<file path="config.mk">
export PLATFORM = sky130hd
export DESIGN_NAME = shift_add_multiplier
export DESIGN_NICKNAME = d
export VERILOG_FILES = /design/src/rtl/shift_add_multiplier_pkg.sv /design/src/rtl/eightBitAdder.sv /design/src/rtl/shift_add_multiplier.sv
export SDC_FILE = /design/constraint.sdc
export NUM_CORES = 1
export LEC_CHECK = 0
export CAP_MARGIN = 15
export CORE_UTILIZATION = 53
export DETAILED_ROUTE_END_ITERATION = 16
export GPL_ROUTABILITY_DRIVEN = 0
export GPL_TIMING_DRIVEN = 1
export HOLD_SLACK_MARGIN = 0.08
export MAX_ROUTING_LAYER = met4
export PLACE_DENSITY = 0.83
export SLEW_MARGIN = 0
export SYNTH_ARGS = -nofsm -noshare
export SYNTH_HDL_FRONTEND = slang
export SYNTH_SLANG_ARGS = --single-unit
</file>
<file path="constraint.sdc">
create_clock -name clk -period 2.85 [get_ports clk]
set_input_delay 0.4275 -clock clk [delete_from_list [all_inputs] [get_ports clk]]
set_output_delay 0.4275 -clock clk [all_outputs]
set_load 0.005 [all_outputs]
</file>
<file path="src/rtl/shift_add_multiplier_pkg.sv">
// rtl/shift_add_multiplier_pkg.sv - shared FSM encoding and iteration constants for the shift-add multiplier
package shift_add_multiplier_pkg;

    typedef enum logic [1:0] {
        IDLE = 2'd0,
        RUN  = 2'd1,
        DONE = 2'd2
    } state_t;

    localparam int ITERATIONS = 8;
    localparam int CNT_W      = $clog2(ITERATIONS);

endpackage

</file>
<file path="src/rtl/eightBitAdder.sv">
// rtl/eightBitAdder.sv - 8-bit ripple-style adder with carry in and carry out
module eightBitAdder (
    input  logic [7:0] a,
    input  logic [7:0] b,
    input  logic       cin,
    output logic [7:0] sum,
    output logic       cout
);

    assign {cout, sum} = {1'b0, a} + {1'b0, b} + {8'd0, cin};

endmodule

</file>
<file path="src/rtl/shift_add_multiplier.sv">
// rtl/shift_add_multiplier.sv - 8x8 unsigned sequential shift-and-add multiplier
// One partial product per RUN cycle; the multiplier bits are consumed from P[0].
module shift_add_multiplier
    import shift_add_multiplier_pkg::*;
(
    input  logic        clk,
    input  logic        rst,
    input  logic        start,
    input  logic [7:0]  a,
    input  logic [7:0]  b,
    output logic        busy,
    output logic        done,
    output logic [15:0] product
);

    state_t             state;
    state_t             state_next;
    logic [7:0]         mcand;
    logic [15:0]        p;
    logic [CNT_W-1:0]   cnt;
    logic [7:0]         addend;
    logic [7:0]         s;
    logic               c;

    assign addend  = p[0] ? mcand : 8'd0;
    assign product = p;

    eightBitAdder u_adder (
        .a    (p[15:8]),
        .b    (addend),
        .cin  (1'b0),
        .sum  (s),
        .cout (c)
    );

    always_ff @(posedge clk or posedge rst) begin
        if (rst) begin
            state <= IDLE;
        end else begin
            state <= state_next;
        end
    end

    always_comb begin
        state_next = state;
        case (state)
            IDLE:    if (start) state_next = RUN;
            RUN:     if (cnt == CNT_W'(ITERATIONS - 1)) state_next = DONE;
            DONE:    state_next = IDLE;
            default: state_next = IDLE;
        endcase
    end

    always_comb begin
        busy = (state == RUN);
        done = (state == DONE);
    end

    // Carry joins the sum as the new top bit, so the shift never loses an overflow.
    always_ff @(posedge clk or posedge rst) begin
        if (rst) begin
            mcand <= 8'd0;
            p     <= 16'd0;
            cnt   <= '0;
        end else begin
            case (state)
                IDLE: begin
                    if (start) begin
                        mcand <= a;
                        p     <= {8'd0, b};
                        cnt   <= '0;
                    end
                end
                RUN: begin
                    p   <= {c, s, p[7:1]};
                    cnt <= cnt + CNT_W'(1);
                end
                default: ;
            endcase
        end
    end

endmodule

</file>
==> results of run 1 <==
-- cells by family (layout without fill, tap and decap cells) --
logic type | after synthesis | in the layout
AO/OA/AOI/OAI | 32 | 32
XOR/XNOR | 3 | 3
adder cells (fa/ha/maj) | 11 | 11
buffers and inverters | 10 | 51
flip-flops | 29 | 29
multiplexers | 16 | 16
AND/OR/NAND/NOR | 46 | 46
-- worst paths after layout --
check / start / end
setup / recovery: product[0] / product[12]
hold / removal: rst / mcand[5]
setup reg to reg: product[0] / product[12]
hold reg to reg: mcand[2] / mcand[2]
max in group asynchronous: rst / product[7]
min in group clk: mcand[2] / mcand[2]
-- registers in the layout (all words and copies together) (netlist names) --
name,cells
cnt,3
mcand,8
product,16
state,2
-- stage by stage --
| stage | instances | worst slack (ps) | power, mW |
|---|---|---|---|
| 5_1_grt | 219 | 632 | 2.18 |
| 6_report | 219 | 714 | 2.04 |
| 3_5_place_dp | 211 | 828 | 1.80 |
| 3_3_place_gp | 211 | 921 | 1.73 |
| 4_1_cts | 219 | 727 | 2.05 |
| 2_1_floorplan | 147 | 1000 | 1.40 |
-- metal layers --
metal	global-route usage	vias up	wire length [um]
li1	-	599	-
met1	0.259	609	1400
met2	0.413	37	1780
met3	0.0814	10	154
met4	0.0976	0	67
met5	-	-	0
-- cell usage in the layout (no fill, tap or decap), types with 2 or more instances in the layout --
cell | Yosys | routed
and2_1 | 9 | 9
a22oi_1 | 2 | 2
o21ai_0 | 14 | 14
inv_1 | 3 | 3
dfrtp_1 | 29 | 29
or4_1 | 2 | 2
o21bai_1 | 2 | 2
clkbuf_4 | 0 | 5
nand2_1 | 20 | 20
nand3_1 | 5 | 5
a21oi_1 | 6 | 6
clkdlybuf4s50_1 | 0 | 36
mux2_2 | 8 | 8
ha_1 | 10 | 10
mux2i_1 | 8 | 8
nand2b_1 | 3 | 3
buf_4 | 0 | 3
clkinv_2 | 0 | 2
o22ai_1 | 3 | 3
nor2_1 | 2 | 2
xnor2_1 | 3 | 3
-- power by group --
group | switching (mW) | internal (mW) | leakage, nW
clock | 0.142 | 0.0937 | 0.0320
sequential | 0.149 | 0.602 | 0.359
combinational | 0.508 | 0.543 | 0.467
-- worst max-delay path: stages, from the launching register on --
cell	delay [ps]
dfrtp_1	460
and2_1	200
ha_1	330
a21oi_1	300
a21oi_1	180
or4_1	510
nand3_1	100
-- cells in the mapped netlist, types with 2 or more instances --
cell	instances
a22oi_1	2
o22ai_1	3
or4_1	2
mux2_2	8
xnor2_1	3
dfrtp_1	29
inv_1	3
o21ai_0	14
buf_6	3
a21oi_1	6
nor2_1	2
nand2b_1	3
nand3_1	5
o21bai_1	2
ha_1	10
mux2i_1	8
and2_1	9
clkbuf_1	3
nand2_1	20
-- layout make-up --
class / count / area, um^2
multi-input combinational: 108 / 772
fill: 226 / 767
sequential: 29 / 726
timing repair buffer: 39 / 383
clock buffer: 6 / 41.3
tap: 31 / 38.8
inverter: 4 / 20.0
clock inverter: 2 / 10.0
==> impl_metrics.py, run 1 <==
metrics = {
    "timing": {
        "finalCritPeriodShare": 0.750,
        "layout_min_cycle_time_ps": 2140,
        "holdWs_ps": 459,
        "max_slew.worst_pin.slew_ps": 368,
        "timing.final.max_slew_violations": 0,
        "setup_tns_ps": 0,
        "clock-skew-final_ps": 7.16,
        "max_freq_mhz": 468,
        "slew_headroom": 0.755,
        "setup_viol": 0,
        "rsz0062_at_grt": "false",
        "finalHoldViolCount": 0,
    },
    "power_and_ir_drop": {
        "ir_drop_uv": 698,
        "leakage_nw": 0.858,
        "power_per_cell_area_mw_per_mm2": 1020,
    },
    "route": {
        "drcViolationCount": 0,
        "antenna_left": 0,
        "drt_iter0_drc": 30,
        "routed_wl_mm": 3.41,
        "drt_first_pass_iters": 4,
        "wl_per_cell_um": 15.5,
        "viasPerCell": 5.73,
        "vias": 1255,
    },
    "run": {
        "maxCapViolCount": 0,
    },
    "yosys": {
        "syn_area_mm2": 0.00156,
        "ys.flop_type": "dfrtp_1",
        "synth-seq-cells": 29,
        "synth_edf_count": 0,
        "synth_area_leaders": "dfrtp_1 47%, ha_1 8.0%, mux2_2 5.8%, mux2i_1 5.1%, nand2_1 4.8%",
        "synth_simple_gate_area_frac": 0.151,
        "syn_avg_cell_area_um2": 10.6,
        "ys_seq_area_frac": 0.466,
        "synthArstFlopShare": 1.00,
        "synth_xor_area_frac": 0.0169,
        "netlist.area_leader.share": 0.466,
        "synthCells": 147,
        "ys_types": 31,
        "synth-compound-area-share": 0.121,
        "yosys.area_share.adder": 0.0932,
        "yosysTopAreaCell": "dfrtp_1",
        "synth_top_family_by_area": "simple AND/OR/NAND/NOR gates",
        "synthMuxAreaShare": 0.109,
        "syn_nets": 177,
        "yosysWarningCount": 0,
    },
    "global_routing": {
        "antenna_found_initial": 0,
        "grt_max_degree": 30,
        "grt_pass1_vias": 1344,
        "track_usage": 0.243,
        "grt-ovfl-total": 0,
        "grt_pass1_wl_mm": 5.63,
    },
    "floorplanning": {
        "core_mm2": 0.00276,
        "ios": 37,
        "row_count": 19,
        "initial_core_util": 0.564,
        "die_x_um": 56.2,
        "dieHeight_um": 56.2,
        "die_area_mm2": 0.00316,
    },
    "clocking": {
        "clkLatencyLatePin_ps": 330,
        "cts_tree": "built",
        "cts_max_path_buffers": 2,
        "hold_buffers": 0,
        "clk_pin_slew_ps": 90,
        "cts-buffers-inserted": 5,
        "cts_root_buffer": "clkbuf_4",
        "htreeDepth": 2,
        "cts_sinks": 29,
        "cts_setup_buffers": 0,
        "cts_resized": 0,
    },
    "placement": {
        "dp_hpwl_mm": 2.47,
        "port-buffer-count": 36,
        "place_area_mm2": 0.00194,
    },
    "layout": {
        "drive_above_1_share": 0.112,
        "final_net_count": 217,
        "utilization": 0.722,
        "diodes": 0,
        "stdcell_area_mm2": 0.00199,
        "syn_to_final_growth_pct": 27.9,
    },
    "setup_path": {
        "worst-setup-path-type": "flop to flop",
        "reg2reg_depth": 6,
        "worst_ep_arrival_time_ps": 2400,
        "cp_max_fo": 10,
        "worstSetupStartpointType": "flop",
        "required_ps": 3120,
        "r2r_slack_ps": 710,
        "crit_path_end_kind": "flop",
    },
    "hold_path": {
        "hp-class": "primary input to async pin",
    },
    "run_status": {
        "outcome": "finished, final reports clean",
    },
}
(Power assumes the default switching activity.)
==> run 2, diff against run 1 <==
--- a/config.mk
+++ b/config.mk
@@ -6,13 +6,13 @@
 export NUM_CORES = 1
 export LEC_CHECK = 0
 export CAP_MARGIN = 15
-export CORE_UTILIZATION = 53
+export CORE_UTILIZATION = 49
 export DETAILED_ROUTE_END_ITERATION = 16
 export GPL_ROUTABILITY_DRIVEN = 0
 export GPL_TIMING_DRIVEN = 1
 export HOLD_SLACK_MARGIN = 0.08
 export MAX_ROUTING_LAYER = met4
-export PLACE_DENSITY = 0.83
+export PLACE_DENSITY = 0.78
 export SLEW_MARGIN = 0
 export SYNTH_ARGS = -nofsm -noshare
 export SYNTH_HDL_FRONTEND = slang
==> constraint.sdc (replaced) <==
create_clock -name clk -period 2.12 [get_ports clk]
set_input_delay 0.318 -clock clk [delete_from_list [all_inputs] [get_ports clk]]
set_output_delay 0.318 -clock clk [all_outputs]
set_load 0.005 [all_outputs]
==> run 2 against run 1 <==
Hold slack got worse by 100 ps. Non-clock buffer count up 1. Routed wire length decreased by 8.3%. Clock power increased by 42%. First-iteration DRC count increased by 13%. Clock-buffer cell count rose by 1. Sequential share of layout area decreased by 0.56 points. Die area increased by 7.9%. Critical path type unchanged. Largest power group unchanged.
==> impl_metrics.py, run 2 (synthesized netlist as in run 1, its figures left out) <==
metrics = {
    "floorplanning": {
        "initial_core_util": 0.514,
        "core_mm2": 0.00303,
        "die_area_mm2": 0.00341,
        "die_x_um": 58.4,
        "ios": 37,
        "dieHeight_um": 58.4,
        "row_count": 20,
    },
    "hold_path": {
        "hp-class": "primary input to async pin",
    },
    "setup_path": {
        "cp_common_cell": "a21oi_1",
        "required_ps": 2390,
        "cp_max_fo": 10,
        "r2r_slack_ps": 110,
        "path_cells": "and2_1, ha_1, a21oi_1, a21oi_1, or4_1, nand3_1",
        "reg2reg_depth": 6,
        "worst-setup-path-type": "flop to flop",
        "cp.buffers_inverters": 0,
        "crit_slowest_cell": "or4_1",
        "crit_path_end_kind": "flop",
        "critical_path.top_delay_family": "simple AND/OR/NAND/NOR gates",
        "worstSetupStartpointType": "flop",
        "cpPeakStageDelay_ps": 500,
        "r2r_start": "product[0]",
        "worst_ep_arrival_time_ps": 2280,
        "timing.rr.end": "product[12]",
    },
    "placement": {
        "port-buffer-count": 36,
        "dp_hpwl_mm": 2.39,
    },
    "clocking": {
        "clk_pin_slew_ps": 90,
        "clkLatencyLatePin_ps": 330,
        "cts_tree": "built",
        "cts_max_path_buffers": 2,
        "cts-buffers-inserted": 5,
        "cts_root_buffer": "clkbuf_4",
        "cts_setup_buffers": 0,
        "htreeDepth": 2,
        "cts_sinks": 29,
    },
    "timing": {
        "finalCritPeriodShare": 0.949,
        "max_slew.worst_pin.slew_ps": 362,
        "clock-skew-final_ps": 6.99,
        "max_freq_mhz": 497,
        "setup_viol": 0,
        "slew_headroom": 0.759,
        "rsz0062_at_grt": "false",
        "holdWs_ps": 357,
        "setup_tns_ps": 0,
        "layout_min_cycle_time_ps": 2010,
        "timing.final.max_slew_violations": 0,
        "finalHoldViolCount": 0,
    },
    "route": {
        "antenna_left": 0,
        "routed_wl_mm": 3.12,
        "viasPerCell": 5.36,
        "drt_first_pass_iters": 6,
        "drcViolationCount": 0,
        "drt_iter0_drc": 34,
        "vias": 1243,
        "wl_per_cell_um": 13.5,
    },
    "power_and_ir_drop": {
        "leakage_nw": 0.864,
        "power_per_cell_area_mw_per_mm2": 1350,
        "ir_drop_uv": 591,
    },
    "global_routing": {
        "track_usage": 0.217,
        "grt_pass1_wl_mm": 5.33,
        "antenna_found_initial": 0,
        "grt-ovfl-total": 0,
        "grt_max_degree": 30,
        "grt_pass1_vias": 1246,
    },
    "layout": {
        "fill_cells": 251,
        "final_net_count": 218,
        "diodes": 0,
        "drive_above_1_share": 0.117,
        "layout_commonest_cell": "clkdlybuf4s50_1",
        "syn_to_final_growth_pct": 29.9,
        "largest_reg_flops": 16,
        "layout_common_cells": "36 x clkdlybuf4s50_1, 29 x dfrtp_1, 20 x nand2_1, 14 x o21ai_0, 10 x ha_1",
    },
    "run_status": {
        "outcome": "finished, final reports clean",
    },
    "run": {
        "maxCapViolCount": 0,
    },
}
[run 2: changes by cell type in the layout (fill, tap and decap cells not counted)]
cell and change:
a21oi_1 -1, clkinv_2 -2, buf_4 +1, a21oi_2 +1, clkbuf_8 +1
[run 2: how the worst max path moves through the flow]
stage | from | to | slack [ps] | cells past startpoint
2_1_floorplan | product[0] | product[13] | 270 | 7
3_3_place_gp | product[0] | product[13] | 200 | 7
3_5_place_dp | product[0] | product[13] | 100 | 7
4_1_cts | product[0] | product[15] | 80 | 7
5_1_grt | product[0] | product[12] | 1 | 6
6_report | product[0] | product[12] | 110 | 6
[run 2: cell type report]
type	instances	area (um^2)	area share
multi-input combinational	108	776	0.384
sequential	29	726	0.359
timing repair buffer	40	390	0.193
clock buffer	7	55.1	0.0272
tap	44	55.1	0.0272
inverter	4	20.0	0.00990
[run 2: what timing repair did]
item / CTS / global route
endpoints found under the setup margin: 0 / 2
resized for setup: 0 / 1
hold buffers: 0 / 0
[run 2: layer usage]
metal  up-vias  share of wire  wire length, um  global-route usage
met1       601           0.42             1300               0.240
met2        37           0.51             1610               0.366
li1        601              -                -                   -
met4         0          0.014               43              0.0952
met3         4          0.054              170              0.0615
met5         -              0                0                   -
[run 2: power breakdown]
| group | internal (mW) | switching, mW |
|---|---|---|
| registers | 0.810 | 0.192 |
| logic | 0.733 | 0.663 |
| clock network | 0.156 | 0.179 |
[run 2: tightest hold or removal path, stage by stage]
cell	delay, ps
clkdlybuf4s50_1	390
inv_1	50
buf_4	330
[run 2: through the flow]
stage               utilization  worst slack (ps)  area [um^2]  cells  total power [mW]
floorplan                     -               271         1560    147              1.89
CTS                       0.667              83.2         2020    232              2.76
global route              0.668              1.25         2020    232              2.96
finish                    0.668               108         2020    232              2.73
detailed placement        0.648               103         1960    225              2.41
global placement          0.648               200         1960    225              2.34
==> run 3, diff against run 2 <==
--- a/config.mk
+++ b/config.mk
@@ -5,14 +5,15 @@
 export SDC_FILE = /design/constraint.sdc
 export NUM_CORES = 1
 export LEC_CHECK = 0
+export ABC_AREA = 1
 export CAP_MARGIN = 15
-export CORE_UTILIZATION = 49
+export CORE_UTILIZATION = 50
 export DETAILED_ROUTE_END_ITERATION = 16
 export GPL_ROUTABILITY_DRIVEN = 0
 export GPL_TIMING_DRIVEN = 1
 export HOLD_SLACK_MARGIN = 0.08
 export MAX_ROUTING_LAYER = met4
-export PLACE_DENSITY = 0.78
+export PLACE_DENSITY = 0.79
 export SLEW_MARGIN = 0
 export SYNTH_ARGS = -nofsm -noshare
 export SYNTH_HDL_FRONTEND = slang
==> run 3 against run 2 <==
Design area rose by 5.0%. Maximum frequency rose by 7.6%. Routed wire length rose by 12%. Power rose by 21%. Clock skew rose by 8.4 ps. Global-route usage rose by 3.1 points. Die area rose by 2.4%. Critical endpoint is now busy. Synthesized cell count rose by 25%. Non-clock buffer count rose by 1. Critical path type is now flop to primary output. Critical path depth fell by 2. Highest routed layer unchanged.
==> impl_metrics.py, run 3 <==
metrics = {
    "global_routing": {
        "grt-ovfl-total": 0,
        "antenna_found_initial": 0,
        "grt_pass1_wl_mm": 6.00,
        "grt_max_degree": 30,
        "grt_pass1_vias": 1337,
        "track_usage": 0.248,
    },
    "setup_path": {
        "worst-setup-path-type": "flop to primary output",
        "cp.buffers_inverters": 3,
        "worst_ep_arrival_time_ps": 1550,
        "timing.rr.end": "product[15]",
        "cp_num_cells": 4,
        "crit_slowest_cell": "clkdlybuf4s50_1",
        "crit_start": "state[1]",
        "path_cells": "inv_1, nand2_4, inv_2, clkdlybuf4s50_1",
        "critical_path.top_delay_family": "buffers and inverters",
        "required_ps": 1800,
        "cp-endpoint": "busy",
        "r2r_start": "product[0]",
        "r2r_slack_ps": 330,
        "worstSetupStartpointType": "flop",
        "crit_path_end_kind": "primary output",
        "reg2reg_depth": 9,
        "cp_max_fo": 17,
        "cpPeakStageDelay_ps": 490,
    },
    "route": {
        "drt_first_pass_iters": 4,
        "drt_iter0_drc": 44,
        "wl_per_cell_um": 12.8,
        "antenna_left": 0,
        "routed_wl_mm": 3.49,
        "drcViolationCount": 0,
        "vias": 1362,
        "viasPerCell": 5.01,
    },
    "layout": {
        "syn_to_final_growth_pct": 30.4,
        "drive_above_1_share": 0.123,
        "final_net_count": 257,
        "stdcell_area_mm2": 0.00212,
        "layout_commonest_cell": "nand2_1",
        "multi_input_area_um2": 768,
        "diodes": 0,
        "regArea_um2": 727,
        "layout_common_cells": "53 x nand2_1, 36 x clkdlybuf4s50_1, 28 x dfrtp_1, 21 x inv_1, 14 x nor2_1",
        "largest_reg_flops": 16,
        "fill_cells": 242,
    },
    "timing": {
        "setup_viol": 0,
        "slew_headroom": 0.760,
        "layout_min_cycle_time_ps": 1870,
        "setup_tns_ps": 0,
        "max_slew.worst_pin.slew_ps": 359,
        "clock-skew-final_ps": 15.3,
        "rsz0062_at_grt": "false",
        "finalCritPeriodShare": 0.882,
        "timing.final.max_slew_violations": 0,
        "max_freq_mhz": 535,
        "finalHoldViolCount": 0,
    },
    "power_and_ir_drop": {
        "power_mw": 3.30,
        "seq_power_share": 0.313,
        "leakage_nw": 1.10,
        "ir_drop_uv": 699,
        "p_sw_mw": 1.28,
        "internal_power_mw": 2.01,
        "pwr-share-comb": 0.544,
        "power_per_cell_area_mw_per_mm2": 1550,
        "p_clk_frac": 0.143,
        "power.share.switching": 0.389,
    },
    "run": {
        "maxCapViolCount": 0,
    },
    "yosys": {
        "synthCells": 184,
        "netlist.area_leader.share": 0.446,
        "synth_common_cells": "53 x nand2_1, 29 x dfrtp_1, 21 x inv_1",
        "syn_avg_cell_area_um2": 8.85,
        "syn_area_mm2": 0.00163,
        "yosysTopAreaCell": "dfrtp_1",
        "synth_xor_area_frac": 0.0108,
        "ys_seq_area_frac": 0.446,
        "yosys.area_share.adder": 0.0892,
        "syn_nets": 214,
        "synthMuxAreaShare": 0.0669,
        "synth-seq-cells": 29,
        "synth_most_common_cell": "nand2_1",
        "synth_top_family_by_area": "simple AND/OR/NAND/NOR gates",
        "ys.flop_type": "dfrtp_1",
        "synth-compound-area-share": 0.0822,
        "yosysWarningCount": 0,
        "synth_simple_gate_area_frac": 0.223,
        "synthArstFlopShare": 1.00,
        "synth_edf_count": 0,
        "ys_types": 28,
        "synth_area_leaders": "dfrtp_1 45%, nand2_1 12%, ha_1 7.7%, inv_1 4.8%, mux2_4 4.6%",
    },
    "clocking": {
        "cts_tree": "built",
        "htreeDepth": 2,
        "cts-buffers-inserted": 5,
        "clk_pin_slew_ps": 100,
        "cts_root_buffer": "clkbuf_4",
        "cts_sinks": 29,
        "cts_max_path_buffers": 2,
        "clkLatencyLatePin_ps": 330,
        "hold_buffers": 0,
    },
    "floorplanning": {
        "initial_core_util": 0.529,
        "dieHeight_um": 59.1,
        "core_mm2": 0.00308,
        "die_x_um": 59.1,
        "die_area_mm2": 0.00349,
        "ios": 37,
        "row_count": 20,
    },
    "hold_path": {
        "hp-class": "primary input to async pin",
    },
    "placement": {
        "port-buffer-count": 36,
        "place_area_mm2": 0.00201,
        "dp_hpwl_mm": 2.52,
    },
    "run_status": {
        "outcome": "finished, final reports clean",
    },
}
-- run 3: changes by cell type after synthesis, sizes merged, moves of 3 or more --
| cell | change |
|---|---|
| inv | +20 |
| o21ai | -5 |
| mux2i | -8 |
| a211oi | +3 |
| nand2 | +35 |
| nand2b | -3 |
| and2 | -9 |
| o22ai | -3 |
| a22o | +3 |
| nor3 | +4 |
| nor2 | +13 |
-- run 3: metrics by stage --
step                       util  std cells  hold WS, ps  setup slack [ps]
after floorplan               -        184          396               304
after global placement    0.654        261          462               316
after detailed placement  0.654        261          470               236
after CTS                 0.682        269          350               223
after global routing      0.689        272          385              87.3
final                     0.689        272          344               250
-- run 3: worst min-delay path by stage --
stage	from	to	slack, ps	cells after the start
floorplan	rst	cnt[0]	400	1
global placement	cnt[0]	cnt[0]	460	1
detailed placement	cnt[0]	cnt[0]	470	1
CTS	rst	product[13]	350	3
global route	rst	product[13]	390	3
finish	rst	mcand[0]	340	3
-- run 3: timing repair --
action,4_1_cts,5_1_grt
endpoints found under the setup margin,0,1
hold endpoints to repair,0,0
resized for setup,0,1
buffers inserted,0,3
-- run 3: cell families (layout without fill, tap and decap cells) --
group / count (synthesis) / after routing
buffers and inverters: 28 / 72
multiplexers: 8 / 8
flip-flops: 29 / 29
adder cells (fa/ha/maj): 11 / 11
AND/OR/NAND/NOR: 84 / 84
XOR/XNOR: 2 / 2
AO/OA/AOI/OAI: 22 / 22
-- run 3: power by group through the flow --
stage	combinational, mW	clock, mW	sequential [mW]
detailed placement	1.73	0	1.05
CTS	1.75	0.482	1.05
global route	2.02	0.513	1.06
floorplan	1.21	0	1.00
finish	1.79	0.471	1.03
global placement	1.67	0	1.04
-- run 3: final cells by class --
class,count,share of cell area
clock inverters,1,0.0142
flip-flops and latches,29,0.343
clock buffers,7,0.0259
well taps,44,0.0259
multi-input cells,127,0.362
inverters,23,0.0419
repair buffers,41,0.187
-- run 3: metal layers --
metal / track usage / vias up / routed length [um]
met4: 0.143 / 0 / 110
met5: - / - / 0
met2: 0.393 / 35 / 1740
met3: 0.0677 / 10 / 125
li1: - / 678 / -
met1: 0.283 / 639 / 1510
-- run 3: worst min-delay path: stages --
cell	delay, ps
clkdlybuf4s50_1	390
inv_1	50
buf_4	330
